--- src/rtl/mission_event_sequencer_pkg.sv ---
// Shared types for the mission event sequencer: FSM states, unit indices and unit flag decode.
package mission_event_sequencer_pkg;

    typedef enum logic [2:0] {
        StIdle,
        StSearch,
        StPick,
        StCarry,
        StNext,
        StDone
    } seq_state_e;

    typedef logic [1:0] unit_t;

    localparam unit_t UnitEu = 2'd0;
    localparam unit_t UnitCu = 2'd1;
    localparam unit_t UnitRu = 2'd2;

    // Bit 0 = EU, bit 1 = CU, bit 2 = RU; unit value 3 decodes to no flag.
    function automatic logic [2:0] unit_flags(unit_t unit, logic active);
        logic [2:0] flags;
        flags = 3'b000;
        if (active) begin
            case (unit)
                UnitEu:  flags = 3'b001;
                UnitCu:  flags = 3'b010;
                UnitRu:  flags = 3'b100;
                default: flags = 3'b000;
            endcase
        end
        return flags;
    endfunction

endpackage

--- src/rtl/mission_event_sequencer_if.sv ---
// Sensor/actuator inputs and LED-driver event flags of the mission event sequencer.
interface mission_event_sequencer_if;
    logic start;
    logic node_sense;
    logic fault_sense;
    logic pick_done;
    logic drop_done;
    logic node_flag;
    logic fault_detect;
    logic block_picked;
    logic object_drop;
    logic run_complete;
    logic EU_fault_flag;
    logic CU_fault_flag;
    logic RU_fault_flag;

    // Sequencer side: consumes sensors, produces event flags.
    modport master (
        input  start, node_sense, fault_sense, pick_done, drop_done,
        output node_flag, fault_detect, block_picked, object_drop, run_complete,
        output EU_fault_flag, CU_fault_flag, RU_fault_flag
    );

    modport slave (
        output start, node_sense, fault_sense, pick_done, drop_done,
        input  node_flag, fault_detect, block_picked, object_drop, run_complete,
        input  EU_fault_flag, CU_fault_flag, RU_fault_flag
    );
endinterface

--- src/rtl/mission_event_sequencer_debouncer.sv ---
// Two-flop synchroniser plus counting debounce filter; rise_o is high for one cycle after the
// filtered level goes 0->1.
module mission_event_sequencer_debouncer #(
    parameter int unsigned DEBOUNCE_CYCLES = 3125
) (
    input  logic clk_i,
    input  logic rst_i,
    input  logic raw_i,
    output logic rise_o
);
    localparam int unsigned CntW = (DEBOUNCE_CYCLES > 1) ? $clog2(DEBOUNCE_CYCLES) : 1;
    localparam logic [CntW-1:0] CntMax = CntW'(DEBOUNCE_CYCLES - 1);

    logic            sync1_q, sync2_q;
    logic            filt_q, filt_d, filt_dly_q;
    logic [CntW-1:0] cnt_q, cnt_d;

    // Counter only advances while the synchronised input disagrees with the filtered level.
    always_comb begin
        filt_d = filt_q;
        cnt_d  = '0;
        if (sync2_q != filt_q) begin
            if (cnt_q == CntMax) begin
                filt_d = sync2_q;
            end else begin
                cnt_d = cnt_q + CntW'(1);
            end
        end
    end

    always_ff @(posedge clk_i) begin
        if (rst_i) begin
            sync1_q    <= 1'b0;
            sync2_q    <= 1'b0;
            filt_q     <= 1'b0;
            filt_dly_q <= 1'b0;
            cnt_q      <= '0;
        end else begin
            sync1_q    <= raw_i;
            sync2_q    <= sync1_q;
            filt_q     <= filt_d;
            filt_dly_q <= filt_q;
            cnt_q      <= cnt_d;
        end
    end

    assign rise_o = filt_q & ~filt_dly_q;
endmodule

--- src/rtl/mission_event_sequencer.sv ---
// Walks the EU, CU and RU units through search/pick/carry/drop and emits registered event flags
// for the RGB status LED driver.
module mission_event_sequencer
    import mission_event_sequencer_pkg::*;
#(
    parameter int unsigned DEBOUNCE_CYCLES = 3125,
    parameter int unsigned NODE_LIMIT      = 8
) (
    input logic                              clk_3125KHz,
    input logic                              reset,
    mission_event_sequencer_if.master        seq_io
);
    localparam int unsigned CntW = $clog2(NODE_LIMIT + 1);
    localparam logic [CntW-1:0] CntLimit = CntW'(NODE_LIMIT);

    seq_state_e      state_q, state_d;
    unit_t           unit_q, unit_d;
    logic [CntW-1:0] node_cnt_q, node_cnt_d;
    logic            node_rise, fault_rise, in_unit;

    logic node_flag_q, node_flag_d;
    logic fault_detect_q, fault_detect_d;
    logic block_picked_q, block_picked_d;
    logic object_drop_q, object_drop_d;
    logic run_complete_q, run_complete_d;
    logic [2:0] unit_flags_q, unit_flags_d;

    mission_event_sequencer_debouncer #(
        .DEBOUNCE_CYCLES(DEBOUNCE_CYCLES)
    ) u_node_deb (
        .clk_i (clk_3125KHz),
        .rst_i (reset),
        .raw_i (seq_io.node_sense),
        .rise_o(node_rise)
    );

    mission_event_sequencer_debouncer #(
        .DEBOUNCE_CYCLES(DEBOUNCE_CYCLES)
    ) u_fault_deb (
        .clk_i (clk_3125KHz),
        .rst_i (reset),
        .raw_i (seq_io.fault_sense),
        .rise_o(fault_rise)
    );

    assign in_unit = state_q inside {StSearch, StPick, StCarry};

    always_ff @(posedge clk_3125KHz) begin
        if (reset) begin
            state_q        <= StIdle;
            unit_q         <= UnitEu;
            node_cnt_q     <= '0;
            node_flag_q    <= 1'b0;
            fault_detect_q <= 1'b0;
            block_picked_q <= 1'b0;
            object_drop_q  <= 1'b0;
            run_complete_q <= 1'b0;
            unit_flags_q   <= 3'b000;
        end else begin
            state_q        <= state_d;
            unit_q         <= unit_d;
            node_cnt_q     <= node_cnt_d;
            node_flag_q    <= node_flag_d;
            fault_detect_q <= fault_detect_d;
            block_picked_q <= block_picked_d;
            object_drop_q  <= object_drop_d;
            run_complete_q <= run_complete_d;
            unit_flags_q   <= unit_flags_d;
        end
    end

    always_comb begin
        state_d    = state_q;
        unit_d     = unit_q;
        node_cnt_d = node_cnt_q;
        unique case (state_q)
            StIdle: begin
                if (seq_io.start) begin
                    state_d    = StSearch;
                    unit_d     = UnitEu;
                    node_cnt_d = '0;
                end
            end
            StSearch: begin
                if (node_rise && (node_cnt_q != CntLimit)) begin
                    node_cnt_d = node_cnt_q + CntW'(1);
                end
                // A fault beats the node-limit skip when both land in the same cycle.
                if (fault_rise) begin
                    state_d = StPick;
                end else if (node_cnt_q == CntLimit) begin
                    state_d = StNext;
                end
            end
            StPick:  if (seq_io.pick_done) state_d = StCarry;
            StCarry: if (seq_io.drop_done) state_d = StNext;
            StNext: begin
                if (unit_q == UnitRu) begin
                    state_d = StDone;
                end else begin
                    state_d    = StSearch;
                    unit_d     = unit_q + 2'd1;
                    node_cnt_d = '0;
                end
            end
            StDone:  state_d = StDone;
            default: state_d = StIdle;
        endcase
    end

    // Unit flags decode the next state so they line up with the registered state.
    always_comb begin
        node_flag_d    = node_rise & in_unit;
        fault_detect_d = fault_rise & (state_q == StSearch);
        block_picked_d = seq_io.pick_done & (state_q == StPick);
        object_drop_d  = seq_io.drop_done & (state_q == StCarry);
        run_complete_d = run_complete_q | (state_d == StDone);
        unit_flags_d   = unit_flags(unit_d, state_d inside {StSearch, StPick, StCarry});
    end

    assign seq_io.node_flag     = node_flag_q;
    assign seq_io.fault_detect  = fault_detect_q;
    assign seq_io.block_picked  = block_picked_q;
    assign seq_io.object_drop   = object_drop_q;
    assign seq_io.run_complete  = run_complete_q;
    assign seq_io.EU_fault_flag = unit_flags_q[0];
    assign seq_io.CU_fault_flag = unit_flags_q[1];
    assign seq_io.RU_fault_flag = unit_flags_q[2];
endmodule
--- src/flat_wrapper.sv ---
// flat-port wrapper written by rule: the top's interface ports become plain ports
module mission_event_sequencer_flat import mission_event_sequencer_pkg::*;
#(
    parameter int unsigned DEBOUNCE_CYCLES = 3125,
    parameter int unsigned NODE_LIMIT      = 8
)
  (clk_3125KHz, reset, seq_io_start, seq_io_node_sense, seq_io_fault_sense, seq_io_pick_done, seq_io_drop_done, seq_io_node_flag, seq_io_fault_detect, seq_io_block_picked, seq_io_object_drop, seq_io_run_complete, seq_io_EU_fault_flag, seq_io_CU_fault_flag, seq_io_RU_fault_flag);
  mission_event_sequencer_if seq_io_i ();
  input logic clk_3125KHz;
  input logic reset;
  input wire logic [$bits(seq_io_i.start)-1:0] seq_io_start;
  input wire logic [$bits(seq_io_i.node_sense)-1:0] seq_io_node_sense;
  input wire logic [$bits(seq_io_i.fault_sense)-1:0] seq_io_fault_sense;
  input wire logic [$bits(seq_io_i.pick_done)-1:0] seq_io_pick_done;
  input wire logic [$bits(seq_io_i.drop_done)-1:0] seq_io_drop_done;
  output wire logic [$bits(seq_io_i.node_flag)-1:0] seq_io_node_flag;
  output wire logic [$bits(seq_io_i.fault_detect)-1:0] seq_io_fault_detect;
  output wire logic [$bits(seq_io_i.block_picked)-1:0] seq_io_block_picked;
  output wire logic [$bits(seq_io_i.object_drop)-1:0] seq_io_object_drop;
  output wire logic [$bits(seq_io_i.run_complete)-1:0] seq_io_run_complete;
  output wire logic [$bits(seq_io_i.EU_fault_flag)-1:0] seq_io_EU_fault_flag;
  output wire logic [$bits(seq_io_i.CU_fault_flag)-1:0] seq_io_CU_fault_flag;
  output wire logic [$bits(seq_io_i.RU_fault_flag)-1:0] seq_io_RU_fault_flag;
  assign seq_io_i.start = seq_io_start;
  assign seq_io_i.node_sense = seq_io_node_sense;
  assign seq_io_i.fault_sense = seq_io_fault_sense;
  assign seq_io_i.pick_done = seq_io_pick_done;
  assign seq_io_i.drop_done = seq_io_drop_done;
  assign seq_io_node_flag = seq_io_i.node_flag;
  assign seq_io_fault_detect = seq_io_i.fault_detect;
  assign seq_io_block_picked = seq_io_i.block_picked;
  assign seq_io_object_drop = seq_io_i.object_drop;
  assign seq_io_run_complete = seq_io_i.run_complete;
  assign seq_io_EU_fault_flag = seq_io_i.EU_fault_flag;
  assign seq_io_CU_fault_flag = seq_io_i.CU_fault_flag;
  assign seq_io_RU_fault_flag = seq_io_i.RU_fault_flag;
  mission_event_sequencer #(.DEBOUNCE_CYCLES(DEBOUNCE_CYCLES), .NODE_LIMIT(NODE_LIMIT)) u_core (.clk_3125KHz(clk_3125KHz), .reset(reset), .seq_io(seq_io_i));
endmodule
--- config.mk ---
export PLATFORM = sky130hd
export DESIGN_NAME = mission_event_sequencer_flat
export DESIGN_NICKNAME = d
export VERILOG_FILES = /design/src/rtl/mission_event_sequencer_pkg.sv /design/src/rtl/mission_event_sequencer_if.sv /design/src/rtl/mission_event_sequencer_debouncer.sv /design/src/rtl/mission_event_sequencer.sv /design/src/flat_wrapper.sv
export SDC_FILE = /design/constraint.sdc
export NUM_CORES = 1
export LEC_CHECK = 0
export CAP_MARGIN = 20
export CORE_MARGIN = 2
export CORE_UTILIZATION = 65
export CTS_CLUSTER_SIZE = 25
export DETAILED_ROUTE_END_ITERATION = 8
export DONT_BUFFER_PORTS = 1
export PLACE_DENSITY = 0.81
export SLEW_MARGIN = 20
export SYNTH_ARGS = -nofsm -noshare
export SYNTH_HDL_FRONTEND = slang
export SYNTH_HIERARCHICAL = 1
export SYNTH_SLANG_ARGS = --single-unit
--- constraint.sdc ---
create_clock -name clk_3125KHz -period 2.8 [get_ports clk_3125KHz]
set_clock_uncertainty 0.05 [all_clocks]
set_input_delay 0.14 -clock clk_3125KHz [delete_from_list [all_inputs] [get_ports clk_3125KHz]]
set_output_delay 0.14 -clock clk_3125KHz [all_outputs]
set_load 0.01 [all_outputs]
Word-level counts from Yosys, hierarchy flattened. Cells that the tools add are included.

Bits in registers: 49. Input port bits: 7. Output and inout port bits: 8. Logic and storage cells: 83.

Add/sub/neg operators: 4. Eq/ne operators: 21. Muxes and demuxes: 15. Bitwise operators: 12. Reduce and logical (&&, ||, !) cells: 12.

Operator list (number): 12-bit by 1-bit adder with 12-bit output (second input constant) (2); 12-bit equality test (second input constant) (2); 3-bit 2-to-1 mux (6); 3-bit case mux with 6 select lines (1); 3-bit by 2-bit equality test with 1-bit output (second input constant) (4); 4-bit 2-to-1 mux (3); 4-bit case mux with 3 select lines (1); 3-bit equality test (second input constant) (3); 3-bit case mux with 3 select lines (1); 3-bit nonzero test (3); 1-bit AND (6); 3-bit by 1-bit equality test with 1-bit output (second input constant) (2); 2-bit inequality test (second input constant) (3); 3-bit OR reduction (2); 1-bit NOT (5); 4-bit by 1-bit adder with 4-bit output (second input constant) (1); 2-bit equality test (second input constant) (2); 4-bit equality test (second input constant) (1); 2-bit 2-to-1 mux (2); 4-bit inequality test (second input constant) (1); 2-bit case mux with 2 select lines (1); 2-bit AND reduction (2); 4-bit AND reduction (1); 3-bit logical NOT (1); other kinds (7) (8).

Depth between registers and ports, before layout. Gate-level depths: netlist (run 1).

Depth in word-level cells: 8. Mapped depth: 7. Mapped depth without buffers: 6.

Modules after synthesis. Netlist (run 1), hierarchy kept.

Modules (own cells, without submodules): mission_event_sequencer_debouncer (instances 2, cells an instance 68, area an instance 668.1 µm², sequential area each 320.3 µm²); mission_event_sequencer (instances 1, cells an instance 93, area an instance 823.3 µm², sequential area each 340.3 µm²).

Least setup slack after synthesis (run 1). No wires, ideal clock.

Path kind: reg2reg. Start point: register u_core.node_cnt_q[0]. End point: register u_core.node_cnt_q[1]. Setup time: 0.130 ns. Arrival time: 1.335 ns. Data required time: 2.620 ns. Setup slack: 1.284 ns. Stages on the path, launching flop included: 7. Path buffers: 0. Clock period less this slack: 1.516 ns. Cell sequence: dfxtp_1 > inv_1 > ha_1 > nand3b_1 > a311oi_1 > or3_1 > a21oi_1.

Word-level cells in the longest chain between the ends: 4. Elaborated cells on any way between the ends: 7. Classes of those cells: 1 x add/sub; 2 x eq/ne; 2 x mux; 2 x reduce/logical.

Ends and longest elaborated chain: from (decl) (RTL line mission_event_sequencer.sv:18) `logic [CntW-1:0] node_cnt_q, node_cnt_d;`; from (signal assigned) (RTL line mission_event_sequencer.sv:62) `node_cnt_q <= node_cnt_d;`; branches (longest 4 deep; another with 4-bit by 1-bit adder with 4-bit output).

Several ways; the timed one is not identified. The select of a mux whose other input is x is not followed. A chain may end at the register's enable or synchronous reset.

Final worst setup path (run 1). Same ends and word-level chain as after synthesis.

==> flow_summary.toml, run 1 <==
[outcome]
outcome = "finished, final reports clean"

[sta]
relSlewSlack = 0.545
fin_crit_sh = 0.663
timing.final.max_slew_violations = 0
timing.final.ws_setup_ns = 0.943
period_needed_ns = 1.86
finalSetupTns_ns = 0
setup_viol_count_final = 0
max_slew.worst_pin.slew_ns = 0.681
fmax_mhz = 538
rsz0062_at_grt = "no"
hold_violations = 0

[detailed_routing]
drc = 0
drt_iter0_markers = 137
routed_wire_length_per_instance_um = 13.6
avgViaCountPerCell = 5.70
ant_nets = 0
totalWireLength_um = 3800
detailroute.via_count = 1597
drtPass1Iterations = 4

[logic_synthesis]
synth_sequential_area_ratio = 0.454
yosysWarningCount = 6
syn-instance-count = 229
netlist.top_cell.by_area = "sky130_fd_sc_hd__dfxtp_1"
asyncSetResetFlopFracSynth = 0
yosys_most_used_dff = "sky130_fd_sc_hd__dfxtp_1"
area_share_of_the_largest_cell_type_after_synthesis = 0.454
synth_commonest_cells = "sky130_fd_sc_hd__dfxtp_1 (49), sky130_fd_sc_hd__nor2_1 (30), sky130_fd_sc_hd__xor2_1 (16)"
ys_seq_elements = 49
post_synth_num_cell_types = 38
postSynthAreaPerCell_um2 = 9.43
synth.area.top_cells = "sky130_fd_sc_hd__dfxtp_1 (45%), sky130_fd_sc_hd__xor2_1 (6.5%), sky130_fd_sc_hd__nor2_1 (5.2%), sky130_fd_sc_hd__ha_1 (4.6%), sky130_fd_sc_hd__nor2b_1 (4.3%)"
yosys.cell_count.top_type = "sky130_fd_sc_hd__dfxtp_1"
post_synthesis_instance_area_mm2 = 0.00216
postSynthNetCount = 244
number_of_flops_mapped_to_enable_cells_by_yosys = 0

[finish]
areaGrowthSynthToFinish_pct = 6.95
drive_above_1_share = 0.0636
num_antenna_cells = 0
nNetsFinal = 250

[power]
ir_worst_vdd_v = 0.000637
cellPowerDensity_mw_per_mm2 = 508
cellLeakagePower_nw = 0.816

[die]
core.rowCount = 20
pin_count = 15
dieArea_mm2 = 0.00380
fp.dieW_um = 61.6
chipHeight_um = 61.6
core_area_mm2 = 0.00310
initial_core_util = 0.696

[setup_path]
timing.critical_path.cells = "inv_1 > ha_1 > nand3b_1 > a311oi_1 > o21ai_0 > a21oi_1"
path_delay_family = "compound AO/OA/AOI/OAI gates"
cp.arrival_ns = 2.09
crit_required_ns = 3.03
critical_path.slowest_cell = "sky130_fd_sc_hd__a311oi_1"
crit_path_start_kind = "flop"
path_class = "reg2reg"
path_buf_inv = 1
timing.reg2reg.setup_slack_ns = 0.94
reg2reg_depth = 6
worst_path_largest_cell_delay_ns = 0.62
reg2reg_to = "u_core/node_cnt_q[1]"
endpoint_kind = "flop"
critical_path_peak_fanout = 5
worst_r2r_startpoint = "u_core/node_cnt_q[0]"

[place]
hpwlAfterDp_um = 2680
port_buffers = 0
place.gp.congestion = 0.813
detailedPlace.worstSlack_ns = 1.04

[clock_network]
clk_pin_slew_worst_paths_ns = 0.13
clkLatencyLatePin_ns = 0.34
tritoncts_num_sinks = 49
cts-root-to-sink-buffers = 2
cts_tree = "done"
postCtsSetupBuffers = 0
cts.hold.buffers_added = 5
clockRootBuffer = "sky130_fd_sc_hd__clkbuf_4"
cts.repair.resized = 0
cts_max_level = 2
cts_buffers = 5

[worst_hold_path]
timing.hold.worst.class = "in2reg"
worst_hold_path_ep = "u_core/seq_io.block_picked"
hold_depth = 2
worst_min_delay_path_startpoint = "seq_io_pick_done"

[global_routing]
grt_overflow = 0
antenna_violations_before_repair = 0
first_global_vias = 1423
grt_start_max_net_pins = 20
grt.total_usage = 0.223
grt_first_pass_wirelength_um = 6270

[run]
max_cap_violations = 0
==> flip-flops by register name, indices dropped and copies added (netlist names) <==
register / cells
u_core/u_fault_deb/filt_dly_q: 1
u_core/seq_io.node_flag: 1
u_core/seq_io.fault_detect: 1
u_core/seq_io.object_drop: 1
u_core/node_cnt_q: 4
u_core/u_fault_deb/sync2_q: 1
u_core/state_q: 3
u_core/u_node_deb/cnt_q: 12
u_core/seq_io.block_picked: 1
u_core/unit_flags_q: 3
u_core/u_fault_deb/sync1_q: 1
u_core/unit_q: 2
u_core/u_fault_deb/cnt_q: 12
u_core/u_node_deb/sync1_q: 1
u_core/seq_io.run_complete: 1
u_core/u_node_deb/sync2_q: 1
u_core/u_fault_deb/filt_q: 1
u_core/u_node_deb/filt_dly_q: 1
u_core/u_node_deb/filt_q: 1
==> cells by family (layout without fill, tap and decap cells) <==
family,after synthesis,count (layout),share of synthesized area
flops,49,49,0.454
simple gates,108,108,0.289
xor+xnor,22,22,0.0892
fa+ha+maj,8,8,0.0464
mux,2,2,0.0104
compound gates,23,23,0.0730
buf+inv,17,24,0.0377
==> placed cells by master (no fill, tap or decap), drive strengths merged, types with 4 or more instances in the layout <==
master	Yosys	layout
or3	7	7
nand2	8	8
a21oi	6	6
dfxtp	49	49
nand4	8	8
nand4b	4	4
clkbuf	2	7
dlygate4sd3	0	5
o21ai	6	6
ha	8	8
and4	4	4
nor2b	15	15
xor2	16	16
and2	4	4
nand3	10	10
nor2	30	30
inv	11	11
xnor2	6	6
==> report_power, final <==
part / total (mW) / internal (mW) / switching (mW)
combinational: 0.0435 / 0.0192 / 0.0242
clock: 0.421 / 0.214 / 0.208
sequential: 0.710 / 0.703 / 0.00640
total: 1.17 / 0.936 / 0.238
==> worst max path at each step <==
| stage | start | endpoint | slack [ns] | depth (start not counted) |
|---|---|---|---|---|
| floorplan | u_core/node_cnt_q[0] | u_core/node_cnt_q[1] | 1.28 | 6 |
| global placement | u_core/state_q[0] | u_core/seq_io.run_complete | 1.15 | 4 |
| detailed placement | u_core/node_cnt_q[0] | u_core/node_cnt_q[1] | 1.04 | 6 |
| CTS | u_core/node_cnt_q[0] | u_core/node_cnt_q[1] | 1.01 | 6 |
| global route | u_core/node_cnt_q[0] | u_core/node_cnt_q[1] | 0.82 | 6 |
| finish | u_core/node_cnt_q[0] | u_core/node_cnt_q[1] | 0.94 | 6 |
==> layer usage <==
| layer | vias to the layer above | part of all wire | global-route usage | wire length (um) |
|---|---|---|---|---|
| met5 | - | 0 | 0 | 0 |
| met4 | 0 | 0.0071 | 0.0638 | 27 |
| met3 | 4 | 0.031 | 0.0546 | 119 |
| met2 | 31 | 0.51 | 0.370 | 1940 |
| met1 | 763 | 0.45 | 0.288 | 1710 |
| li1 | 799 | - | - | - |
==> through the flow <==
step / total power, mW / hold slack (ns) / std cells / util / instance area, um2
after floorplan: 0.755 / 0.162 / 229 / - / 2160
after global placement: 0.757 / 0.163 / 267 / 0.701 / 2170
after detailed placement: 0.758 / 0.165 / 267 / 0.701 / 2170
after CTS: 1.19 / 0.0196 / 280 / 0.744 / 2310
after global routing: 1.22 / 0.0111 / 280 / 0.744 / 2310
final: 1.17 / 0.0276 / 280 / 0.744 / 2310
==> final cells by class <==
class | instances | area, um2
clock buffer | 7 | 55.1
clock inverter | 1 | 30.0
fill | 249 | 793
inverter | 11 | 41.3
multi-input combinational | 163 | 1100
sequential | 49 | 981
tap | 44 | 55.1
timing repair buffer | 5 | 50.0
No activity file was read; power rests on OpenSTA's default activity.
==> run 2, diff against run 1 <==
--- a/config.mk
+++ b/config.mk
@@ -5,13 +5,14 @@
 export SDC_FILE = /design/constraint.sdc
 export NUM_CORES = 1
 export LEC_CHECK = 0
+export ABC_AREA = 1
 export CAP_MARGIN = 20
 export CORE_MARGIN = 2
-export CORE_UTILIZATION = 65
+export CORE_UTILIZATION = 56
 export CTS_CLUSTER_SIZE = 25
 export DETAILED_ROUTE_END_ITERATION = 8
 export DONT_BUFFER_PORTS = 1
-export PLACE_DENSITY = 0.81
+export PLACE_DENSITY = 0.74
 export SLEW_MARGIN = 20
 export SYNTH_ARGS = -nofsm -noshare
 export SYNTH_HDL_FRONTEND = slang
==> constraint.sdc (replaced) <==
create_clock -name clk_3125KHz -period 1.7 [get_ports clk_3125KHz]
set_clock_uncertainty 0.05 [all_clocks]
set_input_delay 0.085 -clock clk_3125KHz [delete_from_list [all_inputs] [get_ports clk_3125KHz]]
set_output_delay 0.085 -clock clk_3125KHz [all_outputs]
set_load 0.01 [all_outputs]
==> run 2 against run 1 <==
  * Area after synthesis grew 6.7%
  * Flip-flop and latch count is the same
  * Sequential share of layout area shrank 3.2 points
  * Non-clock buffer count is the same
  * First-iteration DRC count shrank 44%
  * Maximum frequency grew 22%
  * Cell count grew 36%
  * Sequential power grew 66%
  * Hold slack gained 0.028 ns
  * Highest routed layer unchanged
  * Combinational power grew 140%
==> flow_summary.toml, run 2 <==
[outcome]
outcome = "finished, final reports clean"

[logic_synthesis]
syn-instance-count = 320
synth_sequential_area_ratio = 0.426
yosysWarningCount = 6
postSynthNetCount = 335
yosys_most_used_dff = "sky130_fd_sc_hd__dfxtp_1"
area_share_of_the_largest_cell_type_after_synthesis = 0.426
number_of_flops_mapped_to_enable_cells_by_yosys = 0
yosys.cell_count.top_type = "sky130_fd_sc_hd__nand2_1"
ys_seq_elements = 49
asyncSetResetFlopFracSynth = 0
postSynthAreaPerCell_um2 = 7.20
netlist.top_cell.by_area = "sky130_fd_sc_hd__dfxtp_1"
synth_commonest_cells = "sky130_fd_sc_hd__nand2_1 (66), sky130_fd_sc_hd__nor2_1 (63), sky130_fd_sc_hd__dfxtp_1 (49)"
synth.area.top_cells = "sky130_fd_sc_hd__dfxtp_1 (43%), sky130_fd_sc_hd__nand2_1 (11%), sky130_fd_sc_hd__nor2_1 (10%), sky130_fd_sc_hd__inv_1 (7.3%), sky130_fd_sc_hd__nand3_1 (5.2%)"
post_synth_num_cell_types = 25
post_synthesis_instance_area_mm2 = 0.00230

[die]
chipHeight_um = 68.2
initial_core_util = 0.580
fp.dieW_um = 68.2
core_area_mm2 = 0.00397
pin_count = 15
core.rowCount = 23
dieArea_mm2 = 0.00464

[finish]
areaGrowthSynthToFinish_pct = 8.25
postLayoutCellArea_mm2 = 0.00249
commonest_cells_after_routing_fill_and_taps_aside = "sky130_fd_sc_hd__nand2_1 (66), sky130_fd_sc_hd__nor2_1 (63), sky130_fd_sc_hd__dfxtp_1 (49)"
nNetsFinal = 344
drive_above_1_share = 0.0758
leading_cell_type_in_the_layout_fill_and_taps_excluded = "sky130_fd_sc_hd__nand2_1"
num_antenna_cells = 0
layout.core_utilization = 0.628
biggest_regs = "u_core/u_fault_deb/cnt_q (12), u_core/u_node_deb/cnt_q (12), u_core/node_cnt_q (4)"

[power]
finalPower_mw = 2.10
cellPowerDensity_mw_per_mm2 = 842
power.share.clock = 0.391
power.share.switching = 0.218
flop_pwr_share = 0.560
ir_worst_vdd_v = 0.000651
p_sw_uw = 459
cellLeakagePower_nw = 1.01
combPwrFrac = 0.049
p_int_mw = 1.64

[setup_path]
worst_r2r_startpoint = "u_core/node_cnt_q[0]"
endpoint_kind = "flop"
path_class = "reg2reg"
cp.arrival_ns = 1.67
critical_path_peak_fanout = 7
reg2reg_to = "u_core/node_cnt_q[1]"
reg2reg_depth = 8
crit_path_start_kind = "flop"
crit_required_ns = 1.85
timing.reg2reg.setup_slack_ns = 0.18

[sta]
fmax_mhz = 659
max_slew.worst_pin.slew_ns = 0.706
setup_viol_count_final = 0
period_needed_ns = 1.52
relSlewSlack = 0.530
timing.final.max_slew_violations = 0
finalSetupTns_ns = 0
hold_violations = 0
fin_crit_sh = 0.893
rsz0062_at_grt = "no"
whs_ns = 0.0556

[place]
port_buffers = 0
place.gp.congestion = 0.865
hpwlAfterDp_um = 2960
placement.cell_area_mm2 = 0.00233

[detailed_routing]
ant_nets = 0
drc = 0
totalWireLength_um = 4030
routed_wire_length_per_instance_um = 10.6
drtPass1Iterations = 4
detailroute.via_count = 1911
drt_iter0_markers = 77
avgViaCountPerCell = 5.03

[worst_hold_path]
timing.hold.worst.class = "in2reg"
hold_depth = 5
worst_hold_path_ep = "u_core/state_q[1]"
worst_min_delay_path_startpoint = "seq_io_drop_done"

[clock_network]
cts_max_level = 2
cts_tree = "done"
clockRootBuffer = "sky130_fd_sc_hd__clkbuf_8"
tritoncts_num_sinks = 49
clk_pin_slew_worst_paths_ns = 0.09
clkLatencyLatePin_ns = 0.31
cts_buffers = 5
cts-root-to-sink-buffers = 2

[global_routing]
first_global_vias = 1646
grt_overflow = 0
grt_first_pass_wirelength_um = 6710
grt.total_usage = 0.195
grt_start_max_net_pins = 19
antenna_violations_before_repair = 0

[run]
max_cap_violations = 0
run 2: repair_timing:
item                                   CTS  global route
setup endpoints to repair                0            22
setup buffers                            0             0
hold buffers                             5             0
endpoints found under the hold margin   21             0
resized for setup                        0             1
run 2: kinds of logic (layout without fill, tap and decap cells):
group                    Yosys count  in the layout  synth area share
adder cells (fa/ha/maj)            8              8            0.0434
flip-flops                        49             49             0.426
AO/OA/AOI/OAI                     25             25            0.0570
AND/OR/NAND/NOR                  174            174             0.332
buffers and inverters             52             62            0.0966
XOR/XNOR                          12             12            0.0456
run 2: power by group through the flow:
stage               sequential [mW]  clock [mW]  combinational, mW
floorplan                      1.20           0             0.0787
global placement               1.20           0             0.0826
detailed placement             1.20           0             0.0862
CTS                            1.18       0.848              0.102
global route                   1.18       0.870              0.118
finish                         1.18       0.821              0.103
run 2: through the flow:
stage	std cells	setup WS (ns)
6_report	380	0.182
3_5_place_dp	367	0.192
2_1_floorplan	320	0.385
5_1_grt	380	0.0596
4_1_cts	380	0.0216
3_3_place_gp	367	0.250
run 2: layout make-up:
class,count,area (um2)
fill,370,1480
multi-input combinational,219,1100
sequential,49,981
inverter,49,186
clock buffer,6,72.6
tap,50,62.6
timing repair buffer,5,52.6
clock inverter,2,38.8
run 2: worst max-delay path by stage:
stage / startpoint / cells past startpoint / endpoint / slack, ns
2_1_floorplan: u_core/node_cnt_q[0] / 8 / u_core/node_cnt_q[1] / 0.39
3_3_place_gp: u_core/node_cnt_q[0] / 8 / u_core/node_cnt_q[1] / 0.25
3_5_place_dp: u_core/node_cnt_q[0] / 8 / u_core/node_cnt_q[0] / 0.19
4_1_cts: reset / 6 / u_core/u_node_deb/cnt_q[5] / 0.02
5_1_grt: u_core/node_cnt_q[0] / 8 / u_core/node_cnt_q[0] / 0.06
6_report: u_core/node_cnt_q[0] / 8 / u_core/node_cnt_q[1] / 0.18
run 2: layer usage:
| layer | track usage | vias to the layer above | share of wire |
|---|---|---|---|
| met2 | 0.312 | 33 | 0.48 |
| met5 | 0 | - | 0 |
| met4 | 0.0875 | 0 | 0.011 |
| li1 | - | 1007 | - |
| met1 | 0.244 | 867 | 0.47 |
| met3 | 0.0543 | 4 | 0.041 |
run 2: critical path: stages, from the launching register on:
cell                      delay [ns]
sky130_fd_sc_hd__dfxtp_1        0.39
sky130_fd_sc_hd__inv_1          0.07
sky130_fd_sc_hd__ha_1           0.20
sky130_fd_sc_hd__nand3_1        0.13
sky130_fd_sc_hd__nand2_1        0.11
sky130_fd_sc_hd__nand2_4        0.07
sky130_fd_sc_hd__nand3_4        0.10
sky130_fd_sc_hd__o21ai_1        0.21
sky130_fd_sc_hd__nor2_1         0.07
